## src/rtl/lcb_rx_pkg.sv

```systemverilog
// Shared types and constants for the LCB receive framer.
package lcb_rx_pkg;

    // Framer FSM states
    typedef enum logic [2:0] {
        ST_IDLE,
        ST_WAIT_FIRST,
        ST_RECV,
        ST_CHECK,
        ST_REPLAY,
        ST_FINISH
    } lcb_rx_state_t;

    // Window result codes reported on oErrCode
    localparam logic [1:0] ERR_NONE = 2'd0;
    localparam logic [1:0] ERR_TMO  = 2'd1;
    localparam logic [1:0] ERR_CSUM = 2'd2;
    localparam logic [1:0] ERR_SYNC = 2'd3;

    // Default value expected in byte 0 of every reply
    localparam logic [7:0] SYNC_BYTE_DEF = 8'hA5;

    // Width of byte counters / buffer addresses (64-entry buffer)
    localparam int IDX_W = 6;

endpackage

```

## src/rtl/lcb_rx_buf.sv

```systemverilog
// 64x8 simple dual-port reply buffer: one write port fed while receiving,
// one read port with a registered output used while replaying.
module lcb_rx_buf
    import lcb_rx_pkg::*;
(
    input  logic             clk,
    input  logic             we_i,
    input  logic [IDX_W-1:0] waddr_i,
    input  logic [7:0]       wdata_i,
    input  logic [IDX_W-1:0] raddr_i,
    output logic [7:0]       rdata_o
);

    logic [7:0] mem_q [0:(2**IDX_W)-1];
    logic [7:0] rdata_q;

    // Storage write and registered read; contents need no reset
    always_ff @(posedge clk) begin
        if (we_i) begin
            mem_q[waddr_i] <= wdata_i;
        end
        rdata_q <= mem_q[raddr_i];
    end

    assign rdata_o = rdata_q;

endmodule

```

## src/rtl/lcb_rx_framer.sv

```systemverilog
// LCB reply receive framer: opens a window on iStart, collects EXP_BYTES
// bytes from the UART receiver, verifies sync byte, inter-byte timing and
// the 8-bit additive checksum, then replays the verified payload with an
// index. Every window ends with exactly one oDone pulse (unless reset).
// Optional frame statistics are enabled with macro LCB_RX_STATS_EN.
module lcb_rx_framer
    import lcb_rx_pkg::*;
#(
    parameter int         EXP_BYTES = 24,
    parameter logic [7:0] SYNC_BYTE = SYNC_BYTE_DEF,
    parameter int         FIRST_TO  = 16000,
    parameter int         GAP_TO    = 400
) (
    input  logic        clk,
    input  logic        reset,
    input  logic        iStart,
    input  logic [7:0]  iData,
    input  logic        iValid,
    output logic [7:0]  oData,
    output logic [5:0]  oIdx,
    output logic        oValid,
    output logic        oDone,
    output logic        oErr,
    output logic [1:0]  oErrCode,
    output logic        oBusy,
    output logic [15:0] oCntOk,
    output logic [15:0] oCntErr
);

    localparam logic [IDX_W-1:0] LAST_IDX  = IDX_W'(EXP_BYTES - 1);
    localparam logic [IDX_W-1:0] LAST_PAY  = IDX_W'(EXP_BYTES - 2);
    localparam logic [15:0]      TMO_FIRST = 16'(FIRST_TO);
    localparam logic [15:0]      TMO_GAP   = 16'(GAP_TO);

    function automatic logic [15:0] sat_inc16(input logic [15:0] v);
        return (v == 16'hFFFF) ? v : v + 16'd1;
    endfunction

    lcb_rx_state_t    state_q, state_d;
    logic [15:0]      timer_q, timer_d;
    logic [IDX_W-1:0] cnt_q,   cnt_d;
    logic [7:0]       sum_q,   sum_d;
    logic [7:0]       csum_q,  csum_d;
    logic             done_q,  done_d;
    logic             err_q,   err_d;
    logic [1:0]       ecode_q, ecode_d;

    logic             buf_we;
    logic [IDX_W-1:0] buf_waddr;
    logic [7:0]       buf_wdata;
    logic [IDX_W-1:0] buf_raddr;
    logic [7:0]       buf_rdata;

    lcb_rx_buf u_buf (
        .clk     (clk),
        .we_i    (buf_we),
        .waddr_i (buf_waddr),
        .wdata_i (buf_wdata),
        .raddr_i (buf_raddr),
        .rdata_o (buf_rdata)
    );

    // Next-state, timer, checksum and buffer-port control
    always_comb begin
        state_d   = state_q;
        timer_d   = sat_inc16(timer_q);
        cnt_d     = cnt_q;
        sum_d     = sum_q;
        csum_d    = csum_q;
        done_d    = 1'b0;
        err_d     = 1'b0;
        ecode_d   = ecode_q;
        buf_we    = 1'b0;
        buf_waddr = cnt_q;
        buf_wdata = iData;
        buf_raddr = '0;

        // The timer holds cycles elapsed since the last restart event; the
        // event cycle itself counts as 0, so the following cycle reads 1.
        unique case (state_q)
            ST_IDLE: begin
                timer_d = '0;
                if (iStart) begin
                    state_d = ST_WAIT_FIRST;
                    timer_d = 16'd1;
                    cnt_d   = '0;
                    sum_d   = '0;
                end
            end
            ST_WAIT_FIRST: begin
                if (timer_q >= TMO_FIRST) begin
                    state_d = ST_IDLE;
                    done_d  = 1'b1;
                    err_d   = 1'b1;
                    ecode_d = ERR_TMO;
                end else if (iValid) begin
                    if (iData != SYNC_BYTE) begin
                        state_d = ST_IDLE;
                        done_d  = 1'b1;
                        err_d   = 1'b1;
                        ecode_d = ERR_SYNC;
                    end else begin
                        buf_we  = 1'b1;
                        sum_d   = iData;
                        cnt_d   = IDX_W'(1);
                        timer_d = 16'd1;
                        state_d = ST_RECV;
                    end
                end
            end
            ST_RECV: begin
                if (timer_q >= TMO_GAP) begin
                    state_d = ST_IDLE;
                    done_d  = 1'b1;
                    err_d   = 1'b1;
                    ecode_d = ERR_TMO;
                end else if (iValid) begin
                    buf_we  = 1'b1;
                    timer_d = 16'd1;
                    if (cnt_q == LAST_IDX) begin
                        csum_d  = iData;
                        state_d = ST_CHECK;
                    end else begin
                        sum_d = sum_q + iData;
                        cnt_d = cnt_q + IDX_W'(1);
                    end
                end
            end
            ST_CHECK: begin
                // Address 0 is presented here so it is ready in the first replay cycle
                buf_raddr = '0;
                cnt_d     = '0;
                if (sum_q == csum_q) begin
                    state_d = ST_REPLAY;
                end else begin
                    state_d = ST_IDLE;
                    done_d  = 1'b1;
                    err_d   = 1'b1;
                    ecode_d = ERR_CSUM;
                end
            end
            ST_REPLAY: begin
                // Read one entry ahead of the byte currently on oData
                buf_raddr = cnt_q + IDX_W'(1);
                if (cnt_q == LAST_PAY) begin
                    state_d = ST_FINISH;
                    done_d  = 1'b1;
                    err_d   = 1'b0;
                    ecode_d = ERR_NONE;
                end else begin
                    cnt_d = cnt_q + IDX_W'(1);
                end
            end
            ST_FINISH: begin
                state_d = ST_IDLE;
            end
            default: begin
                state_d = ST_IDLE;
            end
        endcase

        // A new request while a window is open aborts it and restarts cleanly
        if (iStart && (state_q != ST_IDLE)) begin
            state_d = ST_WAIT_FIRST;
            timer_d = 16'd1;
            cnt_d   = '0;
            sum_d   = '0;
            buf_we  = 1'b0;
            done_d  = 1'b1;
            err_d   = 1'b1;
            ecode_d = ERR_SYNC;
        end
    end

    // State and result registers with synchronous reset
    always_ff @(posedge clk) begin
        if (reset) begin
            state_q <= ST_IDLE;
            timer_q <= '0;
            cnt_q   <= '0;
            sum_q   <= '0;
            csum_q  <= '0;
            done_q  <= 1'b0;
            err_q   <= 1'b0;
            ecode_q <= ERR_NONE;
        end else begin
            state_q <= state_d;
            timer_q <= timer_d;
            cnt_q   <= cnt_d;
            sum_q   <= sum_d;
            csum_q  <= csum_d;
            done_q  <= done_d;
            err_q   <= err_d;
            ecode_q <= ecode_d;
        end
    end

    // Replay data comes straight from the registered buffer read
    assign oValid   = (state_q == ST_REPLAY);
    assign oData    = oValid ? buf_rdata : 8'h00;
    assign oIdx     = oValid ? cnt_q : '0;
    assign oDone    = done_q;
    assign oErr     = err_q;
    assign oErrCode = ecode_q;
    assign oBusy    = (state_q != ST_IDLE);

`ifdef LCB_RX_STATS_EN
    logic [15:0] cnt_ok_q;
    logic [15:0] cnt_err_q;

    // Saturating good/bad frame counters, cleared only by reset
    always_ff @(posedge clk) begin
        if (reset) begin
            cnt_ok_q  <= '0;
            cnt_err_q <= '0;
        end else if (done_d) begin
            if (err_d) begin
                cnt_err_q <= sat_inc16(cnt_err_q);
            end else begin
                cnt_ok_q <= sat_inc16(cnt_ok_q);
            end
        end
    end

    assign oCntOk  = cnt_ok_q;
    assign oCntErr = cnt_err_q;
`else
    assign oCntOk  = 16'h0000;
    assign oCntErr = 16'h0000;
`endif

endmodule

```

## config.mk

```make
export PLATFORM = sky130hd
export DESIGN_NAME = lcb_rx_framer
export DESIGN_NICKNAME = d
export VERILOG_FILES = /design/src/rtl/lcb_rx_pkg.sv /design/src/rtl/lcb_rx_buf.sv /design/src/rtl/lcb_rx_framer.sv
export SDC_FILE = /design/constraint.sdc
export NUM_CORES = 1
export LEC_CHECK = 0
export BUFFER_PORTS_ARGS = -buffer_cell sky130_fd_sc_hd__buf_2
export CORE_AREA = 3 3 262 239
export DETAILED_ROUTE_END_ITERATION = 10
export DIE_AREA = 0 0 265 242
export PLACE_DENSITY_LB_ADDON = 0.15
export SYNTH_ARGS = -nofsm -noshare
export SYNTH_HDL_FRONTEND = slang
export SYNTH_SLANG_ARGS = --single-unit
```

## constraint.sdc

```tcl
create_clock -name clk -period 7.1 [get_ports clk]
set_input_delay 0.71 -clock clk [delete_from_list [all_inputs] [get_ports clk]]
set_output_delay 0.71 -clock clk [all_outputs]
set_load 0.01 [all_outputs]
```

---- Word-level counts from Yosys, hierarchy flattened ----
Memories as Yosys holds them, arrays and structs flattened. A register that Yosys moved wholly into a read port is not among the register bits.
Index checks and enable logic that the tools add are counted.
storage, ports and cells
  flip-flop bits (word level) ............. 45
  bits of input ports ..................... 12
  RAM bits ................................ 512
  memories ................................ 1
  output and inout bits ................... 52
memories
  memory       words  bits a word  rd ports  clocked after memory_dff  wr ports  RTL line          RTL
  u_buf.mem_q  64     8            1         1                         1         lcb_rx_buf.sv:14  logic [7:0] mem_q [0:(2**IDX_W)-1];
operators by class
  bitwise gates (word level) .............. 1
  add/subtract/negate cells ............... 3
  multiplexer cells ....................... 67
  $lt $le $gt $ge ......................... 2
  equality and inequality tests ........... 29
  reduce and logical (&&, ||, !) cells .... 13
operators by type and width
  operator                                                                               number
  16-bit 2-to-1 mux                                                                      6
  8-bit 2-to-1 mux                                                                       8
  6-bit 2-to-1 mux                                                                       10
  16-bit case mux with 3 select lines                                                    1
  6-bit case mux with 5 select lines                                                     1
  3-bit 2-to-1 mux                                                                       8
  8-bit case mux with 3 select lines                                                     1
  1-bit 2-to-1 mux                                                                       19
  3-bit inequality test, second input constant                                           6
  16-bit by 1-bit adder with 16-bit output, second input constant                        1
  16-bit equality test, second input constant                                            1
  16-bit by 14-bit greater-or-equal comparator with 1-bit output, second input constant  1
  16-bit by 9-bit greater-or-equal comparator with 1-bit output, second input constant   1
  2-bit 2-to-1 mux                                                                       8
  2-bit inequality test, second input constant                                           8
  4-bit inequality test, second input constant                                           4
  3-bit case mux with 5 select lines                                                     1
  6-bit by 5-bit equality test with 1-bit output, second input constant                  2
  5-bit AND reduction                                                                    2
  5-bit nonzero test                                                                     2
  9-bit AND reduction                                                                    1
  8-bit adder                                                                            1
  8-bit equality test                                                                    1
  8-bit inequality test, second input constant                                           1
  18 further kinds                                                                       20

---- Logic depth before layout (Yosys ltp) ----
Gate-level depths: netlist of the first run.
  word-level depth ........................ 8
  depth in mapped cells ................... 15

---- Cells and area by module ----
From an unflattened synthesis of the first run, not the netlist that was laid out.
second synthesis, totals
  cells, all modules ...................... 1316
  area total of the unflattened synthesis .. 23246.0 µm²
modules (own cells, without submodules)
  module         cells an instance  instances  area each (µm²)
  lcb_rx_buf     940                1          20166.8
  lcb_rx_framer  376                1          3079.2

---- Worst setup path before layout of the first run ----
OpenSTA, ideal clock, no wires.
  path type ............................... register to register
  start point ............................. register cnt_q[0], in the netlist buf_waddr[0]
  end point ............................... register u_buf.rdata_q[2], in the netlist u_buf.rdata_o[2] (read register of u_buf.mem_q)
  data arrival time ....................... 3175 ps
  clock period less this slack ............ 3304 ps
  stages on the path, launching flop included .. 16
  required time ........................... 6971 ps
  slack ................................... 3796 ps
  buffers on the path ..................... 6
  cell sequence ........................... dfxtp_1 buf_2 inv_1 clkbuf_1 clkbuf_1 ha_1 buf_2 or4b_2 buf_2 buf_2 a211oi_1 a31oi_1 o211ai_1 o21ai_0 o21ai_0 o31ai_1
between the ends
  cells in the longest elaborated chain, start to end .. 2
ends and longest elaborated chain
  element                                 RTL line              RTL
  start, declared                         lcb_rx_framer.sv:41   logic [IDX_W-1:0] cnt_q, cnt_d;
  start signal, assigned                  lcb_rx_framer.sv:189  cnt_q <= cnt_d;
  6-bit by 1-bit adder with 6-bit output  lcb_rx_framer.sv:144  buf_raddr = cnt_q + IDX_W'(1);
  6-bit 2-to-1 mux                        lcb_rx_framer.sv:80   unique case (state_q)
  end, declared                           lcb_rx_buf.sv:15      logic [7:0] rdata_q;
Every way passes these cells.
A chain may end at the register's enable or synchronous reset.

---- Final worst setup path of the first run ----
  start point ............................. register state_q[0]
  end point ............................... memory u_buf.mem_q[54][6] (enable)
between the ends
  cells in the longest elaborated chain, start to end .. 5
ends and longest elaborated chain
  element                                                                       RTL line                                   RTL
  start, declared                                                               lcb_rx_framer.sv:39                        lcb_rx_state_t state_q, state_d;
  start signal, assigned                                                        lcb_rx_framer.sv:187                       state_q <= state_d;
  3-bit by 2-bit equality test with 1-bit output, or another cell as far along  lcb_rx_framer.sv:80
  1-bit case mux with 2 select lines or 1-bit logical AND (tied branches)       lcb_rx_framer.sv:80, lcb_rx_framer.sv:163
  1-bit 2-to-1 mux *                                                            lcb_rx_framer.sv:163                       if (iStart && (state_q != ST_IDLE)) begin
  1-bit 2-to-1 mux *                                                            lcb_rx_buf.sv:19                           if (we_i) begin
  1-bit 2-to-1 mux (not written as such) *                                      lcb_rx_buf.sv:20                           mem_q[waddr_i] <= wdata_i;
  end, declared                                                                 lcb_rx_buf.sv:14
Mark *: on every way between the ends. The rest lies on a longest branch, timed or not.

==> run metrics, run 1 <==
max incr delay on CP 0.91 ns; Die Span Y 242 µm; Final Hold Fails 0; most frequent cells after synthesis edfxtp_1 (512), nand2_1 (169), nor2_1 (165), o21ai_0 (75), a21oi_1 (68); GRT Overall Usage 0.226; Async SR Flop Fraction 0; FILL cells 5410; Pwr Density 260 nW/µm²; Crit path required time 7.33 ns; I/O pin cnt 64; Buf/Inv on CP 0; vias per cell 5.94; Max H-tree Level 2; Detailed Route WL 73.6 mm; most common cell in the synthesized netlist edfxtp_1; total CTS buffers 59; prevailing post-synth register cell edfxtp_1; Avg Inst Size Synth 13.3 µm²; Hold Path Class in -> reg; Core Box Area 59800 µm²; final antenna-violating net count 0; starting density of the core 0.401; CTS max path bufs 3; period utilization 0.645; Vias 15.6k; Overflow after GRT 0; Die X 265 µm; pin count of the biggest net entering global routing 71; fmax 0.218 GHz; Worst-Margin Slew 1.07 ns; Max-Cap Viols 0; cts hold-fix bufs 0; area fraction of the dominant cell type after synthesis 0.642; setup TNS 0 ns; crit end category register; clk sinks 565; Post-Syn Area 24000 µm²; DP HPWL 45.3 mm; Worst slew margin 0.276; YS warnings 0; share of cells above drive strength 1 0.108; NumNets Final 1830; peak supply drop 181 µV; post-DR wirelength/cell 28.0 µm; final setup vio count 0; leading area contributor after synthesis edfxtp_1; initial antenna violation count 0; synthesized netlist cell count 1800; Crit Path Max Fanout 17; drt drc 0; number of synthesized flops with an enable pin 512; FF+latch count, synth 565; Clk Tree Root Cell clkbuf_16; Leakage 8.56 nW; postcts setup bufs 0; Layout Area Growth over Synthesis 11.2%; fin util 0.446; Initial DRC Count 1787; crit-path cells nor3b_2 > o211ai_1 > o22ai_1 > and3_1 > and2_1 > nand3_1 > nor2_1; post-cts resize count 0; Final GP Congestion 0.855; Final Skew 0.0200 ns; num rows 85; vias in the first global route 15.1k; outcome complete, no violations; CP top delay family simple AND/OR/NAND/NOR gates; Startpoint Class register; count of final max-slew check failures 0; clk_lat worst skew 0.62 ns; largest cells by area after synthesis edfxtp_1 (64%), dfxtp_1 (4.4%), nand2_1 (2.6%); Synth cell types 74; port bufs 31; First-pass DRT Iterations 6; RSZ-0062 raised after global routing false; Crit Path Class reg -> reg; register area share after synthesis 0.686; post-route worst setup slack 2.52 ns; slowest CP cell nor2_1; first-pass GRT wire length 107 mm; Critical Path AT 4.81 ns; Die ar. 64100 µm²; Tmin final 4.58 ns; CTS tree built; clock-pin slew on the worst setup and hold paths 0.06 ns; dpl ws 2.61 ns
-- sequential cells by signal (all words and copies together) (netlist names) --
name and count:
buf_waddr 6, csum_q 8, oDone 1, oErr 1, oErrCode 2, state_q 3, sum_q 8, timer_q 16
u_buf.mem_q 512, u_buf.rdata_o 8
-- per-layer routing --
| layer | share of wire | GRT usage |
|---|---|---|
| met1 | 0.45 | 0.339 |
| met2 | 0.45 | 0.338 |
| met3 | 0.075 | 0.0389 |
| met4 | 0.026 | 0.0650 |
| met5 | 0 | 0 |
-- report_power, final --
part | internal, mW | leakage [nW] | switching (mW)
clock network | 1.72 | 0.906 | 1.27
registers | 3.63 | 5.03 | 0.0111
logic | 0.0728 | 2.62 | 0.227
-- final timing paths --
path	startpoint	endpoint	slack, ns	depth (start not counted)
worst max-delay path	state_q[0]	u_buf.mem_q[54][6]	2.52	7
worst min-delay path	reset	csum_q[4]	0.48	2
worst max register to register	state_q[0]	u_buf.mem_q[54][6]	2.52	7
worst min register to register	oErrCode[1]	oErrCode[1]	0.49	2
-- kinds of logic (layout without fill, tap and decap cells) --
logic type	count (synthesis)	after routing	synth area share
DFF	565	565	0.686
and+or+nand+nor	556	556	0.108
AOI/OAI and AO/OA	375	375	0.107
buffers and inverters	164	182	0.0344
muxes	88	88	0.0432
xor gates and xnor gates	39	39	0.0146
adders and majority gates	12	12	0.00658
other	1	33	0.000157
-- per-stage QoR --
stage / power (mW) / cells / instance area, µm² / hold slack [ns]
2_1_floorplan: 3.87 / 1831 / 24100 / 0.466
3_3_place_gp: 4.01 / 2527 / 24800 / 0.479
3_5_place_dp: 4.01 / 2528 / 24800 / 0.472
4_1_cts: 6.97 / 2632 / 26600 / 0.440
5_1_grt: 7.12 / 2632 / 26600 / 0.478
6_report: 6.93 / 2633 / 26600 / 0.483
-- final cells by class --
cell class	instances	area (µm²)	area share
clock buffer	84	1690	0.0635
tap	783	980	0.0368
timing repair buffer	66	430	0.0162
sequential	565	16400	0.617
antenna	1	2.50	0.0000939
multi-input combinational	1102	6900	0.259
inverter	12	46.3	0.00174
clock inverter	20	153	0.00573
-- cell usage in the layout (no fill, tap or decap), drive strengths merged, types with 23 or more instances in the layout --
| cell | instances |
|---|---|
| a211oi | 25 |
| a21oi | 68 |
| buf | 66 |
| clkbuf | 84 |
| conb | 32 |
| dfxtp | 53 |
| edfxtp | 512 |
| mux2i | 63 |
| nand2 | 169 |
| nand3 | 62 |
| nand4 | 23 |
| nor2 | 165 |
| nor3 | 27 |
| o211ai | 47 |
| o21ai | 75 |
| o221ai | 37 |
| o22ai | 30 |
| or3 | 34 |
(Power assumes the default switching activity.)
==> run 2, diff against run 1 <==
- clock period: 7.1 -> 4.4 ns (I/O delays scaled with it)
==> run 2 against run 1 <==
  * Utilization grew 0.99 points
  * Via count grew 1.6%
  * Clock skew grew 0.00095 ns
  * Non-clock buffer count grew 72
  * Cell count grew 2.8%
  * Count of clock-buffer cells in the layout shrank 7
==> run metrics, run 2 (synthesized netlist as in run 1, its figures left out) <==
CTS tree built; Worst slew margin 0.208; fmax 0.272 GHz; crit end category register; Max-Cap Viols 0; outcome complete, no violations; Leakage 8.94 nW; design area 27200 µm²; first-pass GRT wire length 109 mm; pin count of the biggest net entering global routing 118; Critical Path AT 3.93 ns; CTS max path bufs 3; period utilization 0.837; M1 wire length 33.2 mm; largest register by flop count u_buf.mem_q; vias in the first global route 15.5k; Clk Tree Root Cell clkbuf_16; met2 routed WL 33.3 mm; Worst-Margin Slew 1.17 ns; Detailed Route WL 74.1 mm; clk_lat worst skew 0.62 ns; drt drc 0; Max H-tree Level 2; count of final max-slew check failures 0; Final Hold Fails 0; post-cts resize count 0; final antenna-violating net count 0; highest-count cells in the layout ignoring fill and taps edfxtp_1 (512), nand2_1 (169), nor2_1 (165); Startpoint Class register; port bufs 31; Crit Path Class reg -> reg; initial antenna violation count 2; overall power 11.1 mW; placed inst area 25400 µm²; final setup vio count 0; RSZ-0062 raised after global routing false; share of cells above drive strength 1 0.142; fin util 0.456; cts hold-fix bufs 0; setup TNS 0 ns; post-DR wirelength/cell 27.4 µm; number of flip-flops in the largest register 512; antenna cell count 0; postcts setup bufs 0; Crit path required time 4.65 ns; First-pass DRT Iterations 7; Final GP Congestion 0.866; flop2flop setup slack 0.72 ns; clock-pin slew on the worst setup and hold paths 0.06 ns; clk sinks 565; Vias 15.9k; Die Span Y 242 µm; Die ar. 64100 µm²; peak supply drop 329 µV; I/O pin cnt 64; Largest regs u_buf.mem_q x512, timer_q x16; Crit Path Max Fanout 17; num rows 85; most common cell after layout, fill and taps aside edfxtp_1; Hold Path Class in -> reg; Tmin final 3.68 ns; Final Skew 0.0210 ns; Pwr Density 408 nW/µm²; GRT Overall Usage 0.229; Layout Area Growth over Synthesis 13.7%; Initial DRC Count 1584; Core Box Area 59800 µm²; WL met3 5.60 mm; total CTS buffers 58; DP HPWL 46.0 mm; vias per cell 5.87; Max Used Layer met5; Die X 265 µm; Overflow after GRT 0; NumNets Final 1901; starting density of the core 0.401
[run 2: power by group]
part / total [mW] / switching, mW / internal [mW]
Clock: 4.75 / 2.08 / 2.67
Sequential: 5.87 / 0.0165 / 5.86
Combinational: 0.495 / 0.370 / 0.125
Total: 11.1 / 2.46 / 8.65
[run 2: per-layer routing]
metal  GRT usage  vias up
met2       0.351      682
li1            -     7000
met3      0.0374      120
met1       0.336     8089
met4      0.0686        2
met5           0        -
[run 2: critical path: stages (launching register included)]
cell	delay, ns
dfxtp_1	0.75
nor3b_2	0.28
buf_4	0.20
o211ai_1	0.15
o22ai_1	0.22
and3_1	0.29
and2_1	0.21
nand3_1	0.33
buf_4	0.33
nor2_1	0.55
[run 2: through the flow]
stage	instances	hold WS, ns	worst slack (ns)
after CTS	2708	0.136	0.706
after floorplan	1831	0.466	1.10
after global routing	2708	0.167	0.454
after global placement	2600	0.481	0.432
final	2708	0.182	0.719
after detailed placement	2600	0.476	0.266
[run 2: path summary, 6_finish.rpt]
check | start | to | depth (start not counted)
max reg2reg | state_q[0] | u_buf.mem_q[22][6] | 9
min reg2reg | oErrCode[0] | oErrCode[0] | 2
max | state_q[0] | u_buf.mem_q[22][6] | 9
min | iData[7] | u_buf.mem_q[22][7] | 1
[run 2: layout make-up]
class / instances / area, µm²
Clock inverter: 31 / 204
Inverter: 12 / 46.3
Timing Repair Buffer: 138 / 1060
Sequential cell: 565 / 16400
Clock buffer: 77 / 1610
Fill cell: 5441 / 32500
Multi-Input combinational cell: 1102 / 6900
Tap cell: 783 / 980
